## config.mk

```make
export PLATFORM = sky130hd
export DESIGN_NAME = vend_controller
export DESIGN_NICKNAME = d
export VERILOG_FILES = /design/src/rtl/vend_controller.sv
export SDC_FILE = /design/constraint.sdc
export NUM_CORES = 1
export LEC_CHECK = 0
export ABC_CLOCK_PERIOD_IN_PS = 3600
export CAP_MARGIN = 20
export CORE_MARGIN = 2
export CORE_UTILIZATION = 44
export CTS_BUF_LIST = sky130_fd_sc_hd__clkbuf_16
export DETAILED_ROUTE_END_ITERATION = 7
export GPL_TIMING_DRIVEN = 0
export PLACE_DENSITY = 0.76
export SYNTH_ARGS = -nofsm -noshare
export SYNTH_HDL_FRONTEND = slang
export SYNTH_SLANG_ARGS = --single-unit
```

## constraint.sdc

```tcl
create_clock -name CLK -period 3.6 [get_ports CLK]
set_input_delay 0.72 -clock CLK [delete_from_list [all_inputs] [get_ports CLK]]
set_output_delay 0.72 -clock CLK [all_outputs]
set_load 0.05 [all_outputs]
```

## src/rtl/vend_controller.sv

```systemverilog
// rtl/vend_controller.sv - vending machine transaction controller
//
// Purpose: tracks customer credit from coin-insert events, dispenses an item
// when credit covers PRICE, and refunds leftover credit one coin at a time
// while respecting the coin inventory reported by the downstream counter.
//
// Ports:
//   CLK        in   system clock, rising edge
//   reset      in   asynchronous active-low reset
//   coin_in    in   raw coin-detect level (asynchronous to CLK)
//   buy        in   purchase request, rising-edge detected
//   cancel     in   refund request, rising-edge detected
//   coins[7:0] in   current coin inventory from the coin counter
//   enable     out  coin-accept window to the counter
//   inc_sig    out  one-cycle pulse per accepted coin
//   dec_sig    out  one-cycle pulse per refunded coin
//   dispense   out  item release, held DISP_CYCLES cycles
//   reject     out  one-cycle pulse per refused coin
//   credit[3:0] out current customer credit
//   no_change  out  sticky: a refund was cut short by an empty inventory
module vend_controller #(
   parameter int PRICE       = 3,
   parameter int MAX_CREDIT  = 9,
   parameter int DISP_CYCLES = 4
) (
   input  logic       CLK,
   input  logic       reset,
   input  logic       coin_in,
   input  logic       buy,
   input  logic       cancel,
   input  logic [7:0] coins,
   output logic       enable,
   output logic       inc_sig,
   output logic       dec_sig,
   output logic       dispense,
   output logic       reject,
   output logic [3:0] credit,
   output logic       no_change
);

   localparam int CW = (DISP_CYCLES > 1) ? $clog2(DISP_CYCLES) : 1;
   localparam logic [3:0]    PRICE_C   = 4'(PRICE);
   localparam logic [3:0]    MAX_C     = 4'(MAX_CREDIT);
   localparam logic [CW-1:0] DISP_LAST = CW'(DISP_CYCLES - 1);

   typedef enum logic [1:0] {IDLE, CREDIT, DISPENSE, REFUND} state_t;

   state_t        state, state_nxt;
   logic          coin_s1, coin_s2, coin_prev;
   logic          buy_prev, cancel_prev;
   logic          refund_gap, refund_gap_nxt;
   logic [CW-1:0] disp_cnt, disp_cnt_nxt;
   logic [3:0]    credit_nxt;
   logic          enable_nxt, inc_nxt, dec_nxt, disp_nxt, reject_nxt, no_change_nxt;
   logic          coin_evt, buy_evt, cancel_evt;

   // coin_s2 is the synchronized level; the event fires on its first high cycle.
   assign coin_evt   = coin_s2 & ~coin_prev;
   assign buy_evt    = buy & ~buy_prev;
   assign cancel_evt = cancel & ~cancel_prev;

   always_ff @(posedge CLK or negedge reset) begin
      if (!reset) begin
         state       <= IDLE;
         coin_s1     <= 1'b0;
         coin_s2     <= 1'b0;
         coin_prev   <= 1'b0;
         buy_prev    <= 1'b0;
         cancel_prev <= 1'b0;
         refund_gap  <= 1'b0;
         disp_cnt    <= '0;
         credit      <= 4'd0;
         enable      <= 1'b1;
         inc_sig     <= 1'b0;
         dec_sig     <= 1'b0;
         dispense    <= 1'b0;
         reject      <= 1'b0;
         no_change   <= 1'b0;
      end else begin
         state       <= state_nxt;
         coin_s1     <= coin_in;
         coin_s2     <= coin_s1;
         coin_prev   <= coin_s2;
         buy_prev    <= buy;
         cancel_prev <= cancel;
         refund_gap  <= refund_gap_nxt;
         disp_cnt    <= disp_cnt_nxt;
         credit      <= credit_nxt;
         enable      <= enable_nxt;
         inc_sig     <= inc_nxt;
         dec_sig     <= dec_nxt;
         dispense    <= disp_nxt;
         reject      <= reject_nxt;
         no_change   <= no_change_nxt;
      end
   end

   always_comb begin
      state_nxt      = state;
      refund_gap_nxt = refund_gap;
      disp_cnt_nxt   = disp_cnt;
      credit_nxt     = credit;
      inc_nxt        = 1'b0;
      dec_nxt        = 1'b0;
      disp_nxt       = 1'b0;
      reject_nxt     = 1'b0;
      no_change_nxt  = no_change;

      case (state)
         IDLE, CREDIT: begin
            if (coin_evt && (credit < MAX_C)) begin
               // An accepted coin swallows any buy/cancel edge in the same cycle.
               credit_nxt    = credit + 4'd1;
               inc_nxt       = 1'b1;
               no_change_nxt = 1'b0;
               state_nxt     = CREDIT;
            end else begin
               reject_nxt = coin_evt;
               if (cancel_evt && (credit != 4'd0)) begin
                  state_nxt      = REFUND;
                  refund_gap_nxt = 1'b0;
               end else if (buy_evt && (credit >= PRICE_C)) begin
                  credit_nxt   = credit - PRICE_C;
                  state_nxt    = DISPENSE;
                  disp_cnt_nxt = DISP_LAST;
                  disp_nxt     = 1'b1;
               end
            end
         end
         DISPENSE: begin
            reject_nxt = coin_evt;
            if (disp_cnt == '0) begin
               state_nxt      = (credit != 4'd0) ? REFUND : IDLE;
               refund_gap_nxt = 1'b0;
            end else begin
               disp_cnt_nxt = disp_cnt - CW'(1);
               disp_nxt     = 1'b1;
            end
         end
         REFUND: begin
            reject_nxt = coin_evt;
            if (!refund_gap) begin
               if (coins != 8'd0) begin
                  dec_nxt        = 1'b1;
                  credit_nxt     = credit - 4'd1;
                  refund_gap_nxt = 1'b1;
               end else begin
                  // Inventory exhausted: the rest of the credit is forfeited.
                  no_change_nxt = 1'b1;
                  credit_nxt    = 4'd0;
                  state_nxt     = IDLE;
               end
            end else begin
               refund_gap_nxt = 1'b0;
               if (credit == 4'd0)
                  state_nxt = IDLE;
            end
         end
         default: state_nxt = IDLE;
      endcase

      enable_nxt = (state_nxt == IDLE) || (state_nxt == CREDIT);
   end

endmodule

```

==> results of run 1 <==
==> logic make-up (layout without fill, tap and decap cells) <==
logic type | count (synthesis) | after routing | share of synthesized area
flip-flops | 20 | 20 | 0.452
buffers and inverters | 11 | 37 | 0.0451
AND/OR/NAND/NOR | 40 | 40 | 0.225
AO/OA/AOI/OAI | 30 | 30 | 0.224
adder cells (fa/ha/maj) | 3 | 3 | 0.0338
multiplexers | 2 | 2 | 0.0192
==> power by group through the flow <==
stage / Clock (mW) / Sequential, mW / Combinational, mW
global route: 0.237 / 0.374 / 0.881
finish: 0.221 / 0.365 / 0.797
floorplan: 0 / 0.507 / 0.459
global placement: 0 / 0.363 / 0.785
detailed placement: 0 / 0.367 / 0.798
CTS: 0.227 / 0.364 / 0.802
==> stage by stage <==
step | total power [mW] | setup slack [ns] | hold slack, ns
after floorplan | 0.966 | 1.34 | 0.331
after global placement | 1.15 | 1.13 | 0.341
after detailed placement | 1.17 | 1.12 | 0.337
after CTS | 1.39 | 1.27 | 0.356
after global routing | 1.49 | 1.21 | 0.358
final | 1.38 | 1.27 | 0.349
==> final timing paths <==
path,end,slack (ns)
setup reg to reg,credit[0]$_DFFE_PN0P_,1.48
max in group asynchronous,cancel_prev$_DFF_PN0_,2.10
hold reg to reg,coin_s2$_DFF_PN0_,0.35
hold / removal,coin_s2$_DFF_PN0_,0.35
setup / recovery,credit[0],1.27
min in group asynchronous,dec_sig$_DFF_PN0_,0.97
==> synthesized netlist by cell type, drive strengths merged (3+ instances only) <==
| library cell | count |
|---|---|
| a21oi | 6 |
| buf | 3 |
| dfrtp | 19 |
| ha | 3 |
| inv | 8 |
| nand2 | 6 |
| nand2b | 5 |
| nor2 | 10 |
| nor3b | 3 |
| o21ai | 6 |
| o31ai | 3 |
==> state kept, by name, summed over array words and instances, names as in the netlist <==
| name | cells |
|---|---|
| buy_prev | 1 |
| cancel_prev | 1 |
| coin_prev | 1 |
| coin_s1 | 1 |
| coin_s2 | 1 |
| credit | 4 |
| dec_sig | 1 |
| disp_cnt | 2 |
| dispense | 1 |
| enable | 1 |
| inc_sig | 1 |
| no_change | 1 |
| refund_gap | 1 |
| reject | 1 |
| state | 2 |
==> cell usage in the layout (no fill, tap or decap), drive strengths merged, types with 2 or more instances in the layout <==
cell           instances
clkbuf                 3
a21oi                  6
inv                    8
clkdlybuf4s50         22
ha                     3
a211oi                 2
or4                    2
o21ai                  6
nor3b                  3
o221ai                 2
nor2b                  2
and2                   2
nand2                  6
dfrtp                 19
buf                    3
o311a                  2
a21o                   2
a221oi                 2
nand2b                 5
o31ai                  3
or2                    2
nand3                  2
nor2                  10
==> per-layer routing <==
layer  vias to the layer above  share of wire
li1                        437              -
met2                        18           0.51
met1                       439           0.43
met3                         2          0.047
met5                         -              0
met4                         0          0.011
==> layout make-up <==
type                            instances  area, µm²
Clock buffer                            3       75.1
Tap cell                               30       37.5
Clock inverter                          1       3.75
Fill cell                             205        986
Inverter                                8       30.0
Buffer                                  3       20.0
Multi-Input combinational cell         75        558
Sequential cell                        20        502
Timing Repair Buffer                   22        220
==> metrics.csv, run 1 <==
stage;metric;value;unit
status;outcome;completed;
yosys;synth-seq-area-share;0.452;
setup_path;endpoint_kind;output port;
clocking;clkTransAtPathRegs;0.05;ns
setup_path;critPathBufInv;1;
grt;grt_overflow;0;
sta;max_freq;429;MHz
clocking;cts_tree;done;
grt;busiest_layer;met2;
finish;syn_to_final_growth;30.3;%
finish;drive_gt1_frac;0.167;
drt;final_antenna_net_count;0;
setup_path;crit_cells;1;
yosys;async_reset_ff_frac;1.00;
setup_path;cp_top_family;buffers and inverters;
power_and_ir_drop;power_frac_seq;0.264;
setup_path;crit_arrival;1.61;ns
floorplan;core_area;2430;µm²
finish;final_cell_area;1450;µm²
sta;drv_slew;0;
power_and_ir_drop;swShare;0.441;
power_and_ir_drop;power.switching;610;µW
sta;fin_tns_setup;0;ns
clocking;cts_resized;0;
placed_design;gp_congestion;0.891;
floorplan;rows;18;
clocking;numClockSinks;20;
yosys;yosysWarnings;0;
drt;avgViaCountPerCell;5.53;
power_and_ir_drop;p_clk_frac;0.160;
grt;grtUsageMet2;0.323;
setup_path;cp-start-kind;register;
yosys;yosysTopAreaCell;dfrtp_1;
yosys;synth_ff_type;dfrtp_1;
yosys;yosysTopAreaCellShare;0.428;
setup_path;critPathLaunch;credit[0]$_DFFE_PN0P_;
setup_path;cp_slowest_cell;clkdlybuf4s50_1;
sta;fin_crit;2.33;ns
finish;antenna_cells;0;
yosys;synth_fp_nets;122;
sta;worst_slew_pin_slew;0.867;ns
placed_design;hpwlAfterDp;1710;µm
sta;slew-limit-headroom;0.420;
sta;fin_crit_sh;0.647;
floorplan;initial_core_util;0.456;
grt;grt_first_pass_wirelength;3840;µm
grt;gr-usage-met3;0.0492;
yosys;synthCells;106;
setup_path;ff2ff_path_depth;7;
power_and_ir_drop;ir_worst_vdd;0.565;mV
power_and_ir_drop;p_comb_frac;0.577;
drt;wl_per_cell;13.7;µm
power_and_ir_drop;p_int;772;µW
finish;fin_util;0.595;
worst_hold_path;hp-start;coin_s1$_DFF_PN0_;
sta;setup-violations-final;0;
yosys;synth.distinct_cells;46;
floorplan;boundaryPins;23;
clocking;root_buffer;clkbuf_16;
drt;wl;2220;µm
drt;dr.pass1.iters;4;
grt;grt_pass1_vias;859;
floorplan;die_h;54.2;µm
worst_hold_path;min_path_cells;0;
yosys;synth_edf_count;0;
grt;antenna_found_initial;0;
sta;final.setup_skew;0.00135;ns
grt;grt_usage;0.186;
clocking;htreeDepth;1;
clocking;clk_latency;0.25;ns
setup_path;worstPathCellList;clkdlybuf4s50_1;
placed_design;placed_area;1370;µm²
run;max-cap-violations;0;
power_and_ir_drop;power.density;956;nW/µm²
floorplan;dieArea;2940;µm²
finish;nNetsFinal;149;
yosys;yosys_register_bits;20;
sta;grt_setup_unrepaired;no;
grt;grt_max_degree;21;
clocking;postCtsSetupRepairBufs;0;
yosys;syn-mean-instance-area;10.5;µm²
clocking;cts-hold-fix-buffers;0;
grt;grt_util_met1;0.221;
drt;num_vias;896;
yosys;ys_top_cells_by_area;dfrtp_1, ha_1, nor2_1, o221ai_2, dfstp_2;
setup_path;path_max_fanout;9;
power_and_ir_drop;power_leakage;0.619;nW
setup_path;r2r-start;credit[0]$_DFFE_PN0P_;
setup_path;worst-setup-path-type;reg -> out;
sta;final-hold-violation-count;0;
setup_path;critical-path-max-stage-delay;0.86;ns
drt;drc;0;
floorplan;die_width;54.2;µm
clocking;numCtsBuffers;3;
drt;drtIter0Drc;23;
yosys;syn_area;1110;µm²
placed_design;io_buffer_count;22;
setup_path;cp.required;2.88;ns
worst_hold_path;hold_path_class;reg -> reg;
placed_design;place_inst;158;
finish;final_cell_count_no_fill;162;
clocking;cts_buffer_depth;2;
Note: power is estimated with default switching activity, not from simulation.
==> run 2, diff against run 1 <==
--- a/config.mk
+++ b/config.mk
@@ -5,7 +5,7 @@
 export SDC_FILE = /design/constraint.sdc
 export NUM_CORES = 1
 export LEC_CHECK = 0
-export ABC_CLOCK_PERIOD_IN_PS = 3600
+export ABC_CLOCK_PERIOD_IN_PS = 2350
 export CAP_MARGIN = 20
 export CORE_MARGIN = 2
 export CORE_UTILIZATION = 44
==> constraint.sdc (replaced) <==
create_clock -name CLK -period 2.35 [get_ports CLK]
set_input_delay 0.47 -clock CLK [delete_from_list [all_inputs] [get_ports CLK]]
set_output_delay 0.47 -clock CLK [all_outputs]
set_load 0.05 [all_outputs]
==> results of run 2 <==
The final DEF is identical to that of run 1. Status: completed.
Among the figures that moved: setup slack after placement 1.12 ns -> 0.118 ns; setup slack after layout 1.27 ns -> 0.227 ns; end point of the critical path credit[0] -> credit[0]$_DFFE_PN0P_; register-to-register setup slack 1.48 ns -> 0.23 ns; total power 1.38 mW -> 2.12 mW; worst IR drop on VDD 0.565 mV -> 0.865 mV
==> run 3, diff against run 2 <==
--- a/config.mk
+++ b/config.mk
@@ -5,14 +5,15 @@
 export SDC_FILE = /design/constraint.sdc
 export NUM_CORES = 1
 export LEC_CHECK = 0
+export ABC_AREA = 0
 export ABC_CLOCK_PERIOD_IN_PS = 2350
 export CAP_MARGIN = 20
-export CORE_MARGIN = 2
-export CORE_UTILIZATION = 44
+export CORE_MARGIN = 10
+export CORE_UTILIZATION = 40
 export CTS_BUF_LIST = sky130_fd_sc_hd__clkbuf_16
 export DETAILED_ROUTE_END_ITERATION = 7
 export GPL_TIMING_DRIVEN = 0
-export PLACE_DENSITY = 0.76
+export PLACE_DENSITY = 0.71
 export SYNTH_ARGS = -nofsm -noshare
 export SYNTH_HDL_FRONTEND = slang
 export SYNTH_SLANG_ARGS = --single-unit
==> run 3 against run 2 <==
  * Design area hardly changed
  * Critical path depth stayed put
  * Via count is 0.11% lower
  * Die area is 80% higher
  * Clock skew is 0.00061 ns lower
  * Fmax is 0.52% lower
  * Combinational power hardly changed
  * Global-route usage is 9.0 points lower
  * Critical endpoint unchanged
  * Largest cell class unchanged
  * Largest power group unchanged
==> metrics.csv, run 3 (synthesized netlist as in run 1, its figures left out) <==
stage;metric;value;unit;change
setup_path;cp-start-kind;register;;unchanged
placed_design;gp_congestion;0.860;;was 0.891
clocking;cts_buffer_depth;2;;unchanged
drt;num_vias;895;;was 896
sta;drv_slew;0;;unchanged
drt;wl;2480;µm;was 2220 µm
sta;final-hold-violation-count;0;;unchanged
setup_path;critPathBufInv;1;;unchanged
clocking;cts_resized;0;;unchanged
floorplan;boundaryPins;23;;unchanged
sta;slew-limit-headroom;0.392;;was 0.420
setup_path;endpoint_kind;register;;unchanged
placed_design;io_buffer_count;22;;unchanged
clocking;postCtsSetupRepairBufs;0;;unchanged
setup_path;worst-setup-path-type;reg -> reg;;unchanged
clocking;htreeDepth;1;;unchanged
finish;syn_to_final_growth;30.4;%;was 30.3%
sta;grt_setup_unrepaired;no;;unchanged
finish;largest_reg_flops;4;;unchanged
grt;grt_pass1_vias;821;;was 859
sta;fin_crit;2.13;ns;was 2.12 ns
drt;drc;0;;unchanged
setup_path;cp.required;2.49;ns;about the same
worst_hold_path;hold_path_class;reg -> reg;;unchanged
finish;antenna_cells;0;;unchanged
floorplan;die_h;72.7;µm;was 54.2 µm
clocking;clk_latency;0.25;ns;about the same
setup_path;worstPathCellList;inv_1 -> ha_1 -> nor3b_4 -> o311a_1 -> o31ai_4 -> a211oi_1 -> a21o_1;;unchanged
drt;wl_per_cell;15.2;µm;was 13.7 µm
floorplan;rows;19;;was 18
sta;worst_slew_pin_slew;0.910;ns;was 0.867 ns
power_and_ir_drop;ir_worst_vdd;0.789;mV;was 0.865 mV
placed_design;hpwlAfterDp;1950;µm;was 1710 µm
clocking;clkTransAtPathRegs;0.05;ns;about the same
grt;antenna_found_initial;0;;unchanged
sta;final.setup_skew;0.000735;ns;was 0.00135 ns
drt;avgViaCountPerCell;5.49;;was 5.53
clocking;numClockSinks;20;;unchanged
clocking;cts-hold-fix-buffers;0;;unchanged
clocking;numCtsBuffers;3;;unchanged
sta;fin_tns_setup;0;ns;unchanged
grt;grt_first_pass_wirelength;4130;µm;was 3840 µm
power_and_ir_drop;power_leakage;0.619;nW;unchanged
finish;regMostFlops;credit;;unchanged
sta;setup-violations-final;0;;unchanged
floorplan;die_width;72.7;µm;was 54.2 µm
finish;layout_commonest_cell;clkdlybuf4s50_1;;unchanged
setup_path;cp_top_family;compound AO/OA/AOI/OAI gates;;unchanged
clocking;root_buffer;clkbuf_16;;unchanged
grt;grt_usage;0.0959;;was 0.186
power_and_ir_drop;power.density;1470;nW/µm²;was 1460 nW/µm²
setup_path;crit_arrival;2.27;ns;was 2.26 ns
setup_path;cp_slowest_cell;dfrtp_1;;unchanged
drt;final_antenna_net_count;0;;unchanged
grt;grt_overflow;0;;unchanged
grt;grt_max_degree;21;;unchanged
placed_design;place_ws;0.0756;ns;was 0.118 ns
run;max-cap-violations;0;;unchanged
finish;drive_gt1_frac;0.167;;unchanged
floorplan;core_area;2710;µm²;was 2430 µm²
floorplan;dieArea;5280;µm²;was 2940 µm²
drt;drtIter0Drc;59;;was 23
setup_path;critical-path-max-stage-delay;0.50;ns;about the same
sta;max_freq;469;MHz;was 471 MHz
finish;mostFrequentLayoutCells;clkdlybuf4s50_1, dfrtp_1, nor2_1;;unchanged
sta;fin_ws;0.216;ns;was 0.227 ns
floorplan;initial_core_util;0.410;;was 0.456
drt;dr.pass1.iters;4;;unchanged
clocking;cts_tree;done;;unchanged
finish;nNetsFinal;149;;unchanged
status;outcome;completed;;unchanged
setup_path;path_max_fanout;9;;unchanged
finish;largestRegisters;credit x4, disp_cnt x2, state x2;;unchanged
sta;fin_crit_sh;0.908;;was 0.903
==> run 3: cell counts in the layout (fill, tap and decap cells not counted) <==
No cell type changed its count.
==> run 3: layout make-up <==
type | count | area, µm²
fillers | 255 | 1260
multi-input cells | 75 | 558
flip-flops and latches | 20 | 502
repair buffers | 22 | 220
clock buffers | 3 | 75.1
well taps | 31 | 38.8
inverters | 8 | 30.0
plain buffers | 3 | 20.0
clock inverters | 1 | 3.75
==> run 3: metal layers <==
layer,global-route usage,share of wire,up-vias
li1,-,-,441
met1,0.112,0.40,433
met2,0.163,0.53,19
met3,0.0367,0.058,2
met4,0.0190,0.0040,0
met5,0,0,-
==> run 3: metrics by stage <==
stage          power, mW  hold WS [ns]  instance area, µm²  cells  utilization
2_1_floorplan       1.48         0.174                1110    106            -
3_3_place_gp        1.78         0.342                1370    159        0.505
3_5_place_dp        1.80         0.339                1370    159        0.505
4_1_cts             2.15         0.355                1450    163        0.534
5_1_grt             2.28         0.357                1450    163        0.534
6_report            2.13         0.353                1450    163        0.534
==> run 3: power by group <==
group	switching, mW	total (mW)	internal [mW]
combinational	0.740	1.23	0.489
sequential	0.0922	0.559	0.467
clock	0.116	0.342	0.226
total	0.947	2.13	1.18
==> run 3: worst paths after layout <==
path,start,end,slack [ns],cells after the start
max,credit[0]$_DFFE_PN0P_,credit[0]$_DFFE_PN0P_,0.22,7
min reg2reg,coin_s1$_DFF_PN0_,coin_s2$_DFF_PN0_,0.35,0
min,coin_s1$_DFF_PN0_,coin_s2$_DFF_PN0_,0.35,0
max in group asynchronous,reset,reject$_DFF_PN0_,1.06,1
min in group asynchronous,reset,state[0]$_DFF_PN0_,0.73,1
max reg2reg,credit[0]$_DFFE_PN0P_,credit[0]$_DFFE_PN0P_,0.22,7
